File: src/rtl/fetch_pc_predictor.sv
// fetch_pc_predictor: fetch-stage PC register with a direct-mapped BTB and
// 2-bit saturating direction counters.
// Build option: define FETCH_PREDICTOR_EN to build the BTB. Without it, no
// predictor storage exists and fetch always falls through to PC+1.
// Next-PC priority: mispredict redirect, then stall (hold), then prediction.
module fetch_pc_predictor #(
   parameter int              PC_W     = 6,
   parameter int              IDX_W    = 3,
   parameter logic [PC_W-1:0] RESET_PC = '0
) (
   input  logic            clk,
   input  logic            reset,
   input  logic            stall,
   input  logic            mispredict,
   input  logic [PC_W-1:0] redirectPc,
   input  logic            resolveValid,
   input  logic [PC_W-1:0] resolvePc,
   input  logic            resolveTaken,
   input  logic [PC_W-1:0] resolveTarget,
   output logic [PC_W-1:0] pcF,
   output logic [PC_W-1:0] pcPlus1F,
   output logic            predTakenF,
   output logic [PC_W-1:0] predTargetF
);

   localparam logic [PC_W-1:0] PC_ONE = PC_W'(1);

   logic [PC_W-1:0] pc;

   assign pcF      = pc;
   assign pcPlus1F = pc + PC_ONE;

`ifdef FETCH_PREDICTOR_EN
   localparam int TAG_W   = PC_W - IDX_W;
   localparam int ENTRIES = 1 << IDX_W;

   // Tag and target need no reset: they are only used when valid is set.
   logic             btb_valid  [ENTRIES];
   logic [TAG_W-1:0] btb_tag    [ENTRIES];
   logic [PC_W-1:0]  btb_target [ENTRIES];
   logic [1:0]       btb_ctr    [ENTRIES];

   logic [IDX_W-1:0] look_idx;
   logic [TAG_W-1:0] look_tag;
   logic             look_hit;
   logic             pred_taken;

   logic [IDX_W-1:0] upd_idx;
   logic [TAG_W-1:0] upd_tag;
   logic             upd_hit;

   assign look_idx = pc[IDX_W-1:0];
   assign look_tag = pc[PC_W-1:IDX_W];
   assign upd_idx  = resolvePc[IDX_W-1:0];
   assign upd_tag  = resolvePc[PC_W-1:IDX_W];

   // Lookup for the instruction at pcF; reads the pre-update BTB contents.
   always_comb begin
      look_hit    = btb_valid[look_idx] && (btb_tag[look_idx] == look_tag);
      pred_taken  = look_hit && btb_ctr[look_idx][1];
      predTakenF  = pred_taken;
      predTargetF = pred_taken ? btb_target[look_idx] : pcPlus1F;
   end

   // Hit detection for the branch being resolved in execute.
   always_comb begin
      upd_hit = btb_valid[upd_idx] && (btb_tag[upd_idx] == upd_tag);
   end

   // Training: counter update on hit, allocate on taken miss; stall does not block it.
   always_ff @(posedge clk) begin
      if (reset) begin
         for (int i = 0; i < ENTRIES; i++) begin
            btb_valid[i] <= 1'b0;
            btb_ctr[i]   <= 2'b01;
         end
      end else if (resolveValid) begin
         if (upd_hit) begin
            if (resolveTaken) begin
               if (btb_ctr[upd_idx] != 2'b11) begin
                  btb_ctr[upd_idx] <= btb_ctr[upd_idx] + 2'b01;
               end
               btb_target[upd_idx] <= resolveTarget;
            end else if (btb_ctr[upd_idx] != 2'b00) begin
               btb_ctr[upd_idx] <= btb_ctr[upd_idx] - 2'b01;
            end
         end else if (resolveTaken) begin
            btb_valid[upd_idx]  <= 1'b1;
            btb_tag[upd_idx]    <= upd_tag;
            btb_target[upd_idx] <= resolveTarget;
            btb_ctr[upd_idx]    <= 2'b10;
         end
      end
   end
`else
   // Resolve inputs are deliberately ignored in this build.
   logic unused_resolve;
   assign unused_resolve = ^{resolveValid, resolvePc, resolveTaken, resolveTarget};

   assign predTakenF  = 1'b0;
   assign predTargetF = pcPlus1F;
`endif

   // PC register: redirect beats stall, stall holds, otherwise follow the prediction.
   always_ff @(posedge clk) begin
      if (reset) begin
         pc <= RESET_PC;
      end else if (mispredict) begin
         pc <= redirectPc;
      end else if (!stall) begin
         pc <= predTargetF;
      end
   end

endmodule

File: config.mk
export PLATFORM = sky130hd
export DESIGN_NAME = fetch_pc_predictor
export DESIGN_NICKNAME = d
export VERILOG_FILES = /design/src/rtl/fetch_pc_predictor.sv
export SDC_FILE = /design/constraint.sdc
export NUM_CORES = 1
export LEC_CHECK = 0
export ABC_AREA = 1
export CAP_MARGIN = 20
export CORE_UTILIZATION = 28
export DETAILED_ROUTE_END_ITERATION = 8
export GPL_ROUTABILITY_DRIVEN = 0
export GPL_TIMING_DRIVEN = 1
export MAX_ROUTING_LAYER = met4
export PLACE_DENSITY_LB_ADDON = 0.2
export RECOVER_POWER = 25
export SLEW_MARGIN = 15
export SYNTH_ARGS = -nofsm -noshare
export SYNTH_HDL_FRONTEND = slang
export SYNTH_SLANG_ARGS = --single-unit
File: constraint.sdc
create_clock -name clk -period 1.37 [get_ports clk]
set_clock_uncertainty 0.1 [all_clocks]
set_input_delay 0.2055 -clock clk [delete_from_list [all_inputs] [get_ports clk]]
set_output_delay 0.2055 -clock clk [all_outputs]
set_load 0.05 [all_outputs]
==> impl_metrics.csv, run 1 <==
group,metric,value,unit
sta,finalHoldViolCount,0,
min_path,min_to,"pcF[2]$_SDFFE_PP0P_",
clock_tree,clockBufferDepth,2,
clock_tree,cts_tree,"done",
yosys,ys_ff_latch,6,
min_path,min_path_cells,3,
drt,drt-initial-drc-count,9,
yosys,syn_avg_cell_area,6.65,um2
yosys,synth_area_leaders,"dfxtp_1, nand2_1, buf_4",
clock_tree,holdBufCountCts,0,
finish,largest_reg_flops,6,
grt,grtUsageTotal,0.182,
finish,final_common_cell,"buf_12",
sta,tns,-2370,ps
die,start_util,0.318,
sta,period_needed,1640,ps
sta,setup_violations,14,
finish,multi_input_area,305,um2
status,status,"finished with violations",
status,violations,"negative setup slack",
drt,dr_total_vias,581,
yosys,yosys.area.top_type,"dfxtp_1",
sta,rsz0062_at_grt,"yes",
die,die_y,41.6,um
grt,grt_max_degree,6,
die,placeableCoreArea,1380,um2
finish,ff_latch_area,136,um2
die,rows,13,
critical_path,timing.reg2reg.setup_slack,-80,ps
clock_tree,h-tree-depth,1,
sta,setup_ws,-267,ps
yosys,syn-cell-area,439,um2
yosys,yosysSeqAreaShare,0.274,
finish,antennaDiodeCount,0,
grt,antenna_found_initial,0,
critical_path,reg2regPathDepth,7,
finish,num-fill-cells,77,
clock_tree,path_clk_slew,60,ps
yosys,synth_cells,66,
drt,firstDrtPassIters,4,
drt,routed_wirelength,1820,um
clock_tree,clkSinkCount,6,
place,io_buffers,27,
power_and_ir_drop,peakVddDrop,0.000521,V
die,die-area,1730,um2
grt,grt_pass1_vias,519,
flow_run,maxCapViolations,0,
finish,drive_gt1_frac,0.528,
yosys,synth_cell_type_count,20,
grt,grt_pass1_wl,2260,um
critical_path,worstSetupPathType,"flop to primary output",
finish,nNetsFinal,134,
min_path,holdCritStartpoint,"redirectPc[2]",
finish,area_growth,163,%
yosys,yosysWarningCount,0,
place,dpl.hpwl,1120,um
critical_path,cp-start-kind,"flop",
sta,slew_violations,0,
critical_path,timing.rr.start,"pcF[0]$_SDFFE_PP0P_",
finish,final_cell_mix,"buf_12, nand2_1, buf_4, inv_1, clkdlybuf4s50_1",
sta,finalCritPeriodShare,1.19,
clock_tree,clkLatencyLatePin,270,ps
grt,globalRouteOverflowTotal,0,
critical_path,cp-end-kind,"primary output",
yosys,synth_top_cell_area_share,0.274,
drt,via_per_inst,4.72,
critical_path,critical_path_arrival,1330,ps
critical_path,critical_path_peak_fanout,4,
critical_path,r2r-end,"pcF[4]$_SDFFE_PP0P_",
clock_tree,cts_buffers,3,
power_and_ir_drop,powerDensity,780,nW/um2
yosys,synth_nets,91,
drt,drc,0,
power_and_ir_drop,p_total,0.902,mW
die,die_w,41.6,um
die,io_pins,43,
sta,timing.fmax,611,MHz
drt,post_drt_wl_per_cell,14.8,um
drt,ant_nets,0,
critical_path,crit_required,1060,ps
min_path,hold_class,"primary input to flop",
power_and_ir_drop,p_leak,0.504,nW
clock_tree,clockRootBuffer,"clkbuf_4",
-- kinds of logic (layout without fill, tap and decap cells) --
group | count (synthesis) | count (layout) | synth area share
AO/OA/AOI/OAI | 10 | 10 | 0.128
AND/OR/NAND/NOR | 25 | 25 | 0.254
XOR/XNOR | 3 | 3 | 0.0598
other | 1 | 1 | 0.00854
adder cells (fa/ha/maj) | 1 | 1 | 0.0285
flip-flops | 6 | 6 | 0.274
buffers and inverters | 20 | 62 | 0.248
-- worst max-delay path, stage by stage (launching register included) --
cell	delay [ps]
dfxtp_4	370
ha_4	180
buf_12	120
xor2_4	210
buf_12	170
-- synthesized netlist by cell type (all sizes together) --
cell and instances:
nand2 16, inv 12, buf 8, dfxtp 6
nand3 4, o21ai 4, a21oi 3, nor2 3
xor2 3, a22oi 1, a31oi 1, and2 1
conb 1, ha 1, nor3 1, o21bai 1
-- power by group --
part / total (mW) / internal, mW / switching, mW / leakage [nW]
logic: 0.496 / 0.245 / 0.251 / 0.437
registers: 0.205 / 0.185 / 0.0204 / 0.0525
clock network: 0.201 / 0.112 / 0.0892 / 0.0150
total: 0.902 / 0.541 / 0.361 / 0.504
-- routing by layer --
metal,part of all wire,wire length (um),up-vias,GRT usage
li1,-,-,279,-
met1,0.37,678,274,0.197
met2,0.55,1000,21,0.281
met3,0.044,80,7,0.0652
met4,0.030,55,0,0.116
met5,0,0,-,-
-- worst max-delay path by stage --
stage,startpoint,to,cells after the start
after floorplan,pcF[0]$_SDFFE_PP0P_,predTargetF[5],5
after global placement,mispredict,pcF[1]$_SDFFE_PP0P_,7
after detailed placement,mispredict,pcF[1]$_SDFFE_PP0P_,7
after CTS,pcF[0]$_SDFFE_PP0P_,predTargetF[2],4
after global routing,pcF[0]$_SDFFE_PP0P_,predTargetF[5],4
final,pcF[0]$_SDFFE_PP0P_,predTargetF[2],4
-- through the flow --
step	setup slack (ps)	std cells	cell area, um2	utilization	hold slack, ps
6_report	-267	123	1160	0.836	432
5_1_grt	-321	123	1160	0.836	445
4_1_cts	-263	119	1100	0.797	426
3_5_place_dp	-163	111	1040	0.752	432
3_3_place_gp	-121	111	1040	0.752	424
2_1_floorplan	-368	66	558	-	165
-- repair_timing --
item / in CTS / in global routing
setup buffers: 4 / 4
gates resized for setup: 2 / 6
gates cloned: 0 / 0
setup endpoints to repair: 10 / 15
pin swaps: 2 / 3
-- layout make-up --
type,count,area share
Timing Repair Buffer,46,0.537
Sequential cell,6,0.118
Tap cell,15,0.0162
Multi-Input combinational cell,40,0.264
Clock buffer,4,0.0227
Inverter,12,0.0422
No activity file was read; power rests on OpenSTA's default activity.
==> run 2: changes to the inputs <==
--- a/config.mk
+++ b/config.mk
@@ -11,7 +11,6 @@
 export DETAILED_ROUTE_END_ITERATION = 8
 export GPL_ROUTABILITY_DRIVEN = 0
 export GPL_TIMING_DRIVEN = 1
-export MAX_ROUTING_LAYER = met4
 export PLACE_DENSITY_LB_ADDON = 0.2
 export RECOVER_POWER = 25
 export SLEW_MARGIN = 15
==> impl_metrics.csv, run 2 (same netlist as run 1, synthesis figures left out) <==
group,metric,value,unit
power_and_ir_drop,peakVddDrop,0.000520,V
sta,timing.fmax,612,MHz
critical_path,cp_top_family,"flip-flops",
place,placed_area,1040,um2
place,io_buffers,27,
grt,grt_pass1_vias,521,
die,die_w,41.6,um
clock_tree,clkLatencyLatePin,270,ps
clock_tree,h-tree-depth,1,
die,die_y,41.6,um
clock_tree,clkSinkCount,6,
critical_path,timing.reg2reg.setup_slack,-80,ps
die,placeableCoreArea,1380,um2
drt,routed_wirelength,1790,um
die,io_pins,43,
finish,num-fill-cells,77,
finish,area_growth,163,%
drt,firstDrtPassIters,3,
grt,globalRouteOverflowTotal,0,
critical_path,critical_path_peak_fanout,4,
critical_path,cp-end-kind,"primary output",
grt,grtUsageTotal,0.177,
sta,setup_ws,-265,ps
clock_tree,clockRootBuffer,"clkbuf_4",
die,start_util,0.318,
place,dpl.hpwl,1120,um
critical_path,crit_buf_inv,2,
sta,finalHoldViolCount,0,
status,status,"finished with violations",
critical_path,crit_path_cell_trace,"ha_4, buf_12, xor2_4, buf_12",
critical_path,critical_path_arrival,1330,ps
critical_path,critPathMaxStageDelay,370,ps
min_path,hold_class,"primary input to flop",
sta,slew_violations,0,
clock_tree,cts_buffers,3,
drt,dr_total_vias,579,
place,dp.cells,111,
power_and_ir_drop,p_leak,0.504,nW
critical_path,crit_required,1060,ps
grt,antenna_found_initial,0,
critical_path,timing.rr.start,"pcF[0]$_SDFFE_PP0P_",
drt,ant_nets,0,
finish,nNetsFinal,134,
clock_tree,holdBufCountCts,0,
drt,drt-initial-drc-count,4,
critical_path,crit_top_cell,"buf_12",
grt,grt_max_degree,6,
finish,largest_reg_flops,6,
sta,rsz0062_at_grt,"yes",
sta,period_needed,1630,ps
sta,setup_violations,14,
critical_path,crit_slowest_cell,"dfxtp_4",
drt,drc,0,
clock_tree,cts_tree,"done",
critical_path,reg2regPathDepth,7,
finish,instances_no_fill,123,
critical_path,startpoint,"pcF[0]$_SDFFE_PP0P_",
die,rows,13,
die,die-area,1730,um2
finish,final_cell_mix,"buf_12, nand2_1, buf_4, inv_1, clkdlybuf4s50_1",
critical_path,cp-start-kind,"flop",
finish,final_common_cell,"buf_12",
flow_run,maxCapViolations,0,
critical_path,crit_cells,4,
status,violations,"negative setup slack",
sta,finalCritPeriodShare,1.19,
clock_tree,clockBufferDepth,2,
drt,post_drt_wl_per_cell,14.6,um
grt,grt_pass1_wl,2260,um
power_and_ir_drop,powerDensity,779,nW/um2
clock_tree,path_clk_slew,60,ps
critical_path,worstSetupPathType,"flop to primary output",
critical_path,crit_end,"predTargetF[2]",
finish,drive_gt1_frac,0.528,
finish,final_area,1160,um2
finish,antennaDiodeCount,0,
critical_path,r2r-end,"pcF[4]$_SDFFE_PP0P_",
place,place_ws,-163,ps
drt,via_per_inst,4.71,
run 2: cell counts in the layout (fill, tap and decap cells not counted):
No cell type changed its count.
run 2: worst reg2reg max path: cells and delay by family, from the launching register on:
family	cells	cell delay [ps]
flops	1	390
xor+xnor	1	230
buf+inv	2	230
fa+ha+maj	1	170
simple gates	2	130
compound gates	1	130
run 2: timing repair:
action                                  CTS  global route
endpoints found under the setup margin   10            15
hold endpoints to repair                  0             0
resized for setup                         2             6
pin swaps                                 2             3
setup buffers                             4             4
run 2: worst min path at each step:
| stage | from | to | slack (ps) | cells after the start |
|---|---|---|---|---|
| 6_report | redirectPc[2] | pcF[2]$_SDFFE_PP0P_ | 430 | 3 |
| 5_1_grt | redirectPc[2] | pcF[2]$_SDFFE_PP0P_ | 450 | 3 |
| 2_1_floorplan | reset | pcF[2]$_SDFFE_PP0P_ | 170 | 1 |
| 3_3_place_gp | pcF[2]$_SDFFE_PP0P_ | pcF[2]$_SDFFE_PP0P_ | 420 | 2 |
| 4_1_cts | redirectPc[2] | pcF[2]$_SDFFE_PP0P_ | 430 | 3 |
| 3_5_place_dp | pcF[2]$_SDFFE_PP0P_ | pcF[2]$_SDFFE_PP0P_ | 430 | 2 |
run 2: cell type report:
class / count / area, um2 / area share
Sequential cell: 6 / 136 / 0.118
Clock buffer: 4 / 26.3 / 0.0227
Tap cell: 15 / 18.8 / 0.0162
Multi-Input combinational cell: 40 / 305 / 0.264
Inverter: 12 / 48.8 / 0.0422
Timing Repair Buffer: 46 / 621 / 0.537
run 2: power by group:
part / internal (mW) / leakage (nW) / switching (mW) / total [mW]
Clock: 0.112 / 0.0150 / 0.0885 / 0.200
Combinational: 0.245 / 0.437 / 0.250 / 0.495
Sequential: 0.185 / 0.0525 / 0.0203 / 0.205
Total: 0.541 / 0.504 / 0.359 / 0.901
run 2: per-stage QoR:
step                TNS, ps   util  hold WS [ps]  power [mW]
finish                -2340  0.836           435       0.901
global route          -3130  0.836           445       0.934
CTS                   -2040  0.797           426       0.883
detailed placement     -535  0.752           432       0.667
global placement       -283  0.752           424       0.663
floorplan             -2050      -           165       0.456
run 2: routing by layer:
| metal | global-route usage | wire length, um | up-vias |
|---|---|---|---|
| met5 | 0 | 0 | - |
| met4 | 0.116 | 53 | 0 |
| met3 | 0.0652 | 70 | 6 |
| met2 | 0.281 | 1000 | 19 |
| met1 | 0.197 | 668 | 276 |
| li1 | - | - | 278 |
==> run 3: changes to the inputs <==
--- a/config.mk
+++ b/config.mk
@@ -7,6 +7,7 @@
 export LEC_CHECK = 0
 export ABC_AREA = 1
 export CAP_MARGIN = 20
+export CORE_MARGIN = 5
 export CORE_UTILIZATION = 28
 export DETAILED_ROUTE_END_ITERATION = 8
 export GPL_ROUTABILITY_DRIVEN = 0
==> impl_metrics.csv, run 3 (same netlist as run 1, synthesis figures left out) <==
group,metric,value,unit
grt,antenna_found_initial,0,
critical_path,worstSetupPathType,"flop to primary output",
power_and_ir_drop,powerDensity,789,nW/um2
die,placeableCoreArea,1490,um2
power_and_ir_drop,p_total,0.869,mW
place,io_buffers,27,
finish,antennaDiodeCount,0,
die,die_y,49.6,um
drt,via_per_inst,4.71,
finish,instances_no_fill,118,
min_path,min_path_cells,4,
clock_tree,cts_buffers,3,
finish,num-fill-cells,89,
clock_tree,holdBufCountCts,0,
drt,dr_total_vias,556,
finish,drive_gt1_frac,0.480,
sta,period_needed,1630,ps
power_and_ir_drop,p_leak,0.478,nW
finish,final_cell_mix,"buf_12, nand2_1, inv_1, buf_4, clkdlybuf4s50_1",
finish,nNetsFinal,128,
grt,grt_pass1_vias,593,
grt,globalRouteOverflowTotal,0,
min_path,min_to,"pcF[2]$_SDFFE_PP0P_",
clock_tree,h-tree-depth,1,
flow_run,maxCapViolations,0,
sta,timing.fmax,615,MHz
die,rows,14,
place,placed_area,1040,um2
finish,largest_reg_flops,6,
critical_path,crit_path_cell_trace,"ha_4, buf_12, xor2_4, buf_12",
grt,grt_pass1_wl,2510,um
finish,area_growth,151,%
critical_path,critPathMaxStageDelay,370,ps
sta,setup_violations,12,
drt,routed_wirelength,1670,um
die,die_w,49.6,um
finish,final_common_cell,"buf_12",
clock_tree,cts_tree,"done",
sta,slew_violations,0,
critical_path,timing.reg2reg.setup_slack,20,ps
critical_path,cp-end-kind,"primary output",
grt,grt_max_degree,6,
drt,drt-initial-drc-count,13,
min_path,holdCritStartpoint,"mispredict",
clock_tree,clockBufferDepth,2,
critical_path,cp-start-kind,"flop",
place,dp.cells,112,
clock_tree,clkLatencyLatePin,250,ps
critical_path,reg2regPathDepth,5,
place,place_ws,-217,ps
drt,ant_nets,0,
status,status,"finished with violations",
critical_path,cp_top_family,"flip-flops",
critical_path,critical_path_peak_fanout,4,
grt,grtUsageTotal,0.129,
sta,rsz0062_at_grt,"yes",
clock_tree,clkSinkCount,6,
critical_path,crit_top_cell,"buf_12",
drt,firstDrtPassIters,4,
die,start_util,0.295,
clock_tree,clockRootBuffer,"clkbuf_4",
drt,drc,0,
critical_path,timing.rr.start,"pcF[0]$_SDFFE_PP0P_",
critical_path,crit_slowest_cell,"dfxtp_4",
place,dpl.hpwl,1280,um
sta,finalCritPeriodShare,1.19,
critical_path,r2r-end,"pcF[2]$_SDFFE_PP0P_",
drt,post_drt_wl_per_cell,14.2,um
min_path,hold_class,"primary input to flop",
critical_path,crit_buf_inv,2,
critical_path,crit_required,1060,ps
die,die-area,2460,um2
power_and_ir_drop,peakVddDrop,0.000638,V
clock_tree,path_clk_slew,50,ps
sta,setup_ws,-256,ps
sta,finalHoldViolCount,0,
critical_path,critical_path_arrival,1320,ps
die,io_pins,43,
status,violations,"negative setup slack",
finish,final_area,1100,um2
finish,post-route-util,0.739,
[run 3: final cells by class]
class	instances	area [um2]	share of cell area
Inverter	12	48.8	0.0443
Clock buffer	4	26.3	0.0239
Multi-Input combinational cell	40	300	0.273
Tap cell	16	20.0	0.0182
Sequential cell	6	135	0.123
Timing Repair Buffer	40	571	0.518
[run 3: what timing repair did]
| item | CTS | global route |
|---|---|---|
| setup buffers | 1 | 1 |
| gates cloned | 0 | 0 |
| setup endpoints to repair | 10 | 13 |
| pin swaps | 1 | 2 |
| resized for setup | 1 | 6 |
[run 3: tightest hold or removal path, delay by kind of cell]
kind | cells | cell delay (ps)
buffers and inverters | 2 | 320
AO/OA/AOI/OAI | 1 | 100
AND/OR/NAND/NOR | 1 | 70
[run 3: routing by layer]
| layer | GRT usage | part of all wire |
|---|---|---|
| met5 | 0 | 0 |
| met1 | 0.130 | 0.36 |
| met3 | 0.0241 | 0.049 |
| met4 | 0.0742 | 0.028 |
| met2 | 0.242 | 0.56 |
[run 3: how the worst max path moves through the flow]
stage	depth (start not counted)	endpoint	slack (ps)	start
finish	4	predTargetF[2]	-260	pcF[0]$_SDFFE_PP0P_
global route	4	predTargetF[2]	-310	pcF[0]$_SDFFE_PP0P_
CTS	4	predTargetF[2]	-260	pcF[0]$_SDFFE_PP0P_
detailed placement	7	pcF[3]$_SDFFE_PP0P_	-220	mispredict
global placement	7	pcF[0]$_SDFFE_PP0P_	-150	mispredict
floorplan	5	predTargetF[5]	-370	pcF[0]$_SDFFE_PP0P_
[run 3: power by group]
| part | internal, mW | leakage (nW) | switching (mW) | total [mW] |
|---|---|---|---|---|
| clock | 0.111 | 0.0150 | 0.0788 | 0.190 |
| combinational | 0.229 | 0.411 | 0.245 | 0.474 |
| sequential | 0.184 | 0.0522 | 0.0202 | 0.204 |
| total | 0.525 | 0.478 | 0.344 | 0.869 |
[run 3: through the flow]
step	setup TNS [ps]	hold slack [ps]
floorplan	-2050	165
global placement	-492	423
detailed placement	-757	430
CTS	-1920	438
global route	-2570	417
finish	-1960	391
